==> src/rtl/anti_theft_fsm.sv <==
// ---------------------------------------------------------------------------
// anti_theft_fsm
// Control state machine for the car-alarm system. It watches the ignition,
// door and reprogram inputs, selects the countdown interval, pulses the
// timer start and consumes the timer's expired level, and drives the siren
// and status LED.
//
// Ports
//   clock_25mhz      in   system clock
//   reset_sync       in   asynchronous active-high reset
//   ignition         in   debounced ignition switch
//   driver_door      in   1 = driver door open
//   passenger_door   in   1 = passenger door open
//   reprogram        in   one-cycle pulse, forces ARMED
//   one_hz_enable    in   one-cycle 1 Hz tick
//   expired          in   timer expired level
//   start_timer      out  one-cycle timer start pulse
//   interval         out  timer interval select
//   siren            out  siren drive
//   status_indicator out  status LED
//   fsm_state        out  current state code for the debug display
// ---------------------------------------------------------------------------
module anti_theft_fsm #(
   parameter int unsigned GUARD_CYCLES = 2,
   parameter bit          BLINK_EN     = 1'b1
) (
   input  logic       clock_25mhz,
   input  logic       reset_sync,
   input  logic       ignition,
   input  logic       driver_door,
   input  logic       passenger_door,
   input  logic       reprogram,
   input  logic       one_hz_enable,
   input  logic       expired,
   output logic       start_timer,
   output logic [1:0] interval,
   output logic       siren,
   output logic       status_indicator,
   output logic [2:0] fsm_state
);

   localparam int unsigned GUARD_W = (GUARD_CYCLES < 2) ? 1 : $clog2(GUARD_CYCLES + 1);

   localparam logic [1:0] IV_ARM_DELAY       = 2'b00;
   localparam logic [1:0] IV_DRIVER_DELAY    = 2'b01;
   localparam logic [1:0] IV_PASSENGER_DELAY = 2'b10;
   localparam logic [1:0] IV_ALARM_ON        = 2'b11;

   typedef enum logic [2:0] {
      ST_ARMED           = 3'd0,
      ST_TRIGGERED       = 3'd1,
      ST_SOUND_ALARM     = 3'd2,
      ST_ALARM_HOLD      = 3'd3,
      ST_DISARMED        = 3'd4,
      ST_WAIT_DOOR_OPEN  = 3'd5,
      ST_WAIT_DOOR_CLOSE = 3'd6,
      ST_ARM_DELAY       = 3'd7
   } state_t;

   state_t               r_state;
   logic                 r_start;
   logic [1:0]           r_interval;
   logic                 r_siren;
   logic                 r_status;
   logic                 r_blink;
   logic [GUARD_W-1:0]   r_guard;

   state_t               w_next;
   logic                 w_pulse;
   logic [1:0]           w_interval;
   logic                 w_door_open;
   logic                 w_expired_q;
   logic                 w_enter_armed;
   logic                 w_blink_next;

   assign w_door_open = driver_door | passenger_door;

   // expired only counts once the post-start guard window has drained;
   // the timed states are the only ones that look at it
   assign w_expired_q = expired & (r_guard == '0);

   // Next-state, start pulse and interval selection
   always_comb begin
      w_next     = r_state;
      w_pulse    = 1'b0;
      w_interval = r_interval;
      if (reprogram) begin
         w_next = ST_ARMED;
      end else if (ignition && (r_state != ST_ARMED)) begin
         w_next = ST_DISARMED;
      end else begin
         case (r_state)
            ST_ARMED: begin
               if (driver_door) begin
                  w_next     = ST_TRIGGERED;
                  w_pulse    = 1'b1;
                  w_interval = IV_DRIVER_DELAY;
               end else if (passenger_door) begin
                  w_next     = ST_TRIGGERED;
                  w_pulse    = 1'b1;
                  w_interval = IV_PASSENGER_DELAY;
               end
            end
            ST_TRIGGERED: begin
               if (w_expired_q) w_next = ST_SOUND_ALARM;
            end
            ST_SOUND_ALARM: begin
               if (!w_door_open) begin
                  w_next     = ST_ALARM_HOLD;
                  w_pulse    = 1'b1;
                  w_interval = IV_ALARM_ON;
               end
            end
            ST_ALARM_HOLD: begin
               // a reopened door beats a simultaneous expiry
               if (w_door_open)      w_next = ST_SOUND_ALARM;
               else if (w_expired_q) w_next = ST_ARMED;
            end
            ST_DISARMED: begin
               // ignition is known low here, otherwise the override held us
               w_next = ST_WAIT_DOOR_OPEN;
            end
            ST_WAIT_DOOR_OPEN: begin
               if (driver_door) w_next = ST_WAIT_DOOR_CLOSE;
            end
            ST_WAIT_DOOR_CLOSE: begin
               if (!w_door_open) begin
                  w_next     = ST_ARM_DELAY;
                  w_pulse    = 1'b1;
                  w_interval = IV_ARM_DELAY;
               end
            end
            ST_ARM_DELAY: begin
               if (w_door_open)      w_next = ST_WAIT_DOOR_CLOSE;
               else if (w_expired_q) w_next = ST_ARMED;
            end
            default: w_next = ST_ARMED;
         endcase
      end
   end

   // A reprogram counts as a fresh entry into ARMED even if already there
   assign w_enter_armed = (w_next == ST_ARMED) && (reprogram || (r_state != ST_ARMED));
   assign w_blink_next  = w_enter_armed ? 1'b0 : (r_blink ^ one_hz_enable);

   // State register, guard counter and registered outputs
   always_ff @(posedge clock_25mhz or posedge reset_sync) begin
      if (reset_sync) begin
         r_state    <= ST_ARMED;
         r_start    <= 1'b0;
         r_interval <= IV_ARM_DELAY;
         r_siren    <= 1'b0;
         r_status   <= 1'b0;
         r_blink    <= 1'b0;
         r_guard    <= '0;
      end else begin
         r_state    <= w_next;
         r_start    <= w_pulse;
         r_interval <= w_interval;
         r_blink    <= w_blink_next;

         if (w_pulse)              r_guard <= GUARD_W'(GUARD_CYCLES);
         else if (r_guard != '0)   r_guard <= r_guard - GUARD_W'(1);

         r_siren <= (w_next == ST_SOUND_ALARM) || (w_next == ST_ALARM_HOLD);

         case (w_next)
            ST_ARMED:       r_status <= BLINK_EN ? w_blink_next : 1'b1;
            ST_TRIGGERED,
            ST_SOUND_ALARM,
            ST_ALARM_HOLD:  r_status <= 1'b1;
            default:        r_status <= 1'b0;
         endcase
      end
   end

   assign start_timer      = r_start;
   assign interval         = r_interval;
   assign siren            = r_siren;
   assign status_indicator = r_status;
   assign fsm_state        = r_state;

endmodule

==> config.mk <==
export PLATFORM = sky130hd
export DESIGN_NAME = anti_theft_fsm
export DESIGN_NICKNAME = d
export VERILOG_FILES = /design/src/rtl/anti_theft_fsm.sv
export SDC_FILE = /design/constraint.sdc
export NUM_CORES = 1
export LEC_CHECK = 0
export CORE_UTILIZATION = 45
export DETAILED_ROUTE_END_ITERATION = 7
export PLACE_DENSITY = 0.84
export SLEW_MARGIN = 10
export SYNTH_ARGS = -nofsm -noshare
export SYNTH_HDL_FRONTEND = slang
export SYNTH_SLANG_ARGS = --single-unit
==> constraint.sdc <==
create_clock -name clock_25mhz -period 2.1 [get_ports clock_25mhz]
set_input_delay 0.21 -clock clock_25mhz [delete_from_list [all_inputs] [get_ports clock_25mhz]]
set_output_delay 0.21 -clock clock_25mhz [all_outputs]
set_load 0.02 [all_outputs]
Word-level counts from Yosys, hierarchy flattened
Index checks and enable logic that the tools add are counted.
Operators by class
  $add $sub $neg: 1
  eq/ne operators: 13
  mux-type cells: 27
  bitwise operators: 5
  reduce and logical (&&, ||, !) cells: 14
Operators by type and width (number)
  3-bit two-way mux: 11
  3-bit case mux with 8 select lines: 1
  3-bit by 2-bit equality test with 1-bit output (second input constant): 4
  3-bit equality test (second input constant): 4
  2-bit two-way mux: 6
  3-bit by 1-bit equality test with 1-bit output (second input constant): 2
  3-bit logical NOT: 2
  1-bit two-way mux: 6
  2-bit case mux with 3 select lines: 1
  6-bit AND reduction: 1
  3-bit nonzero test: 2
  2-bit != test (second input constant): 2
  1-bit case mux with 2 select lines: 2
  2-bit nonzero test: 2
  3-bit != test (second input constant): 1
  3-bit OR reduction: 1
  1-bit logical AND: 2
  2-bit logical NOT: 1
  1-bit logical OR: 2
  1-bit NOT: 2
  2-bit OR reduction: 1
  2-bit by 1-bit subtractor with 2-bit output (second input constant): 1
  1-bit bitwise AND: 1
  1-bit bitwise OR: 1
  1-bit XOR: 1
Storage, ports and cells
  flip-flop bits (word level): 11
  input port bits: 8
  logic and storage cells: 67

Logic depth before layout (Yosys ltp)
  depth in word-level cells: 11
  mapped depth: 6
  gate-level depth less buffers: 6

Least setup slack after synthesis
Ideal clock, no wire load.
  kind: reg-to-reg
  start: register r_state[1], in the netlist fsm_state[1]
  end: register r_interval[0], in the netlist interval[0]
  setup time: 0.125 ns
  arrival: 1.659 ns
  slack: 0.316 ns
  stages on the path, launching flop included: 5
  path buffers: 1
  path through: dfrtp_1 clkbuf_2 or3_4 a211oi_4 mux2_4
Between the ends
  cells in the longest elaborated chain, start to end: 4
Ends and longest elaborated chain
  from (decl): RTL line 60  | state_t r_state;
  from (signal assigned): RTL line 157  | r_state <= w_next;
  parallel branches: the longest is 4 deep, another holds 6-bit AND reduction
  to (signal assigned): RTL line 159  | r_interval <= w_interval;
  to (decl): RTL line 62  | logic [1:0] r_interval;
Parallel ways; which one is timed is not known.
A chain may end at the register's enable or synchronous reset.

Worst setup path in the final report
  start: register r_state[1], in the netlist fsm_state[1]
  end: register r_interval[1], in the netlist interval[1]
The elaborated chain is that of the path after synthesis.

==> impl_metrics.toml <==
[worst_setup_path]
critPathArrivalTime_ns = 1.89
cp_max_fo = 11
crit_type = "flop to flop"
cp-start-kind = "flop"
critPathCaptureType = "flop"
cp.required_ns = 2.25

[synth]
synth.area.top_cells = "dfrtp_1 (46%), mux2i_1 (5.0%), mux2_4 (5.0%), inv_1 (3.8%), a211oi_4 (3.4%)"
synth_mux_area_share_pct = 10.08
netlist_area_um2 = 595.6
yosys-top-cells-count = "dfrtp_1 (11), inv_1 (6), nand2_1 (5)"
synth_edf_count = 0
synthCells = 59
synth_top_cell_area_share_pct = 46.22
synth_xor_area_share_pct = 2.941
ys_types = 29
synth_fa_ha_area_share_pct = 2.101
avgSynthCellArea_um2 = 10.09
syn-num-nets = 68
yosys.area.top_type = "dfrtp_1"
yosys_register_bits = 11
synth_top_family_by_area = "simple AND/OR/NAND/NOR gates"
yosysWarnings = 0
synth_ff_type = "dfrtp_1"
synth_compound_area_share_pct = 14.92
synthSimpleGateAreaFrac_pct = 18.28
ys_seq_area_share_pct = 46.22
yosysMostFrequentCell = "dfrtp_1"
async_flop_share_pct = 100.0

[timing]
slew_headroom_pct = 72.25
hold_slack_ns = 0.2322
rsz0062_at_grt = "false"
fmax_mhz = 576.2
tightest_slew_ns = 0.4158
hold_viol = 0
fin_tns_setup_ns = 0
drv_slew = 0
setup_violations = 0
final.period_utilization_pct = 82.65
fin_crit_ns = 1.736
clock_skew_ns = 0.006632

[global_route]
grt_max_degree = 12
grt_overflow = 0
gr-usage-all-layers_pct = 20.00
first_global_vias = 456
antenna_found_initial = 0
grt_pass1_wl_mm = 1.973

[clock_network]
cts-root-buf = "clkbuf_4"
cts_tree = "done"
cts_made_buffers = 3
htree_num_levels = 1
clkTransAtPathRegs_ns = 0.07
ctsHoldBuffers = 0
postCtsResizedCells = 0
clock_path_buffers = 2
post-cts-setup-buffers = 0
clock_latency_ns = 0.26
clock-sinks = 11

[cells_and_area]
utilization_pct = 67.84
finalInstanceArea_um2 = 794.5
syn_to_final_growth_pct = 33.40
drive_above_1_share_pct = 14.10
diodes = 0
fin_nets = 88

[die]
core_um2 = 1171
fp-row-count = 12
io_pins = 16
fp.dieArea_um2 = 1473
initial_core_util_pct = 50.85
die_h_um = 38.38
die_x_um = 38.38

[route]
ant_nets = 0
drt-total-wl_mm = 1.238
drt-initial-drc-count = 9
routedWlPerCell_um = 13.46
drc = 0
firstDrtPassIters = 4
via_per_inst = 5.207
dr_total_vias = 479

[run_status]
outcome = "finished, final reports clean"

[hold_path]
hold_path_class = "input port to async pin"

[job]
maxCapViolations = 0

[placement]
place_area_um2 = 768.2
dp_hpwl_um = 980.4
gp_congestion = 0.8790
io_buffers = 15

[power_and_ir_drop]
power_leakage_nw = 0.3706
cellPowerDensity_nw_per_um2 = 927.8
vdd_drop_max_uv = 514.1
[layer usage]
| metal | track usage [%] | vias up | wire length, µm |
|---|---|---|---|
| met4 | 2.586 | 0 | 0 |
| met3 | 6.977 | 0 | 38 |
| met5 | 0 | - | 0 |
| met2 | 36.86 | 10 | 655 |
| li1 | - | 239 | - |
| met1 | 22.51 | 230 | 544 |
[sequential cells by signal (all words and copies together), names as in the netlist]
register,cells
fsm_state,3
r_guard,2
r_blink,1
status_indicator,1
start_timer,1
siren,1
interval,2
[metrics by stage]
stage / cells / total power, mW / setup slack [ns]
after floorplan: 59 / 0.4856 / 0.3163
after global placement: 88 / 0.5794 / 0.1931
after detailed placement: 88 / 0.6015 / 0.1648
after CTS: 92 / 0.7457 / 0.3710
after global routing: 92 / 0.7815 / 0.3102
final: 92 / 0.7372 / 0.3644
[report_power, final]
group | total (mW) | switching (mW) | internal (mW)
Combinational | 0.298 | 0.145 | 0.153
Sequential | 0.296 | 0.0329 | 0.263
Clock | 0.143 | 0.0694 | 0.0733
Total | 0.737 | 0.247 | 0.490
[final cells by class]
type / count / area [µm²]
tap: 14 / 17.52
inverter: 6 / 22.52
timing repair buffer: 17 / 165.2
fill: 94 / 376.6
clock buffer: 4 / 26.28
multi-input combinational: 40 / 287.8
sequential: 11 / 275.3
[cell usage in the layout, fill, tap and decap left out, types with 2 or more instances in the layout]
| master | count |
|---|---|
| clkdlybuf4s50_1 | 15 |
| dfrtp_1 | 11 |
| inv_1 | 6 |
| nand2_1 | 5 |
| nor2_1 | 4 |
| a21oi_1 | 3 |
| a31oi_1 | 3 |
| mux2i_1 | 3 |
| clkbuf_4 | 3 |
| o21ai_0 | 2 |
| mux2_4 | 2 |
| buf_4 | 2 |
[worst max-delay path: stages, from the launching register on]
cell	delay (ns)
dfrtp_1	0.49
or3_4	0.44
a211oi_4	0.36
mux2_4	0.33
[path summary, 6_finish.rpt]
kind / to / startpoint / slack (ns) / depth (start not counted)
worst min-delay path: r_blink / reset_sync / 0.23 / 2
min in group clock_25mhz: interval[0] / interval[0] / 0.52 / 1
worst min register to register: interval[0] / interval[0] / 0.52 / 1
worst max register to register: interval[1] / fsm_state[1] / 0.36 / 3
worst max-delay path: interval[1] / fsm_state[1] / 0.36 / 3
max in group asynchronous: r_guard[1] / reset_sync / 1.57 / 2
[cell families (layout without fill, tap and decap cells)]
group,count (synthesis),count (layout)
AOI/OAI and AO/OA,12,12
adders and majority gates,1,1
DFF,11,11
xor gates and xnor gates,2,2
buffers and inverters,8,27
and+or+nand+nor,20,20
muxes,5,5
(Power assumes the default switching activity.)
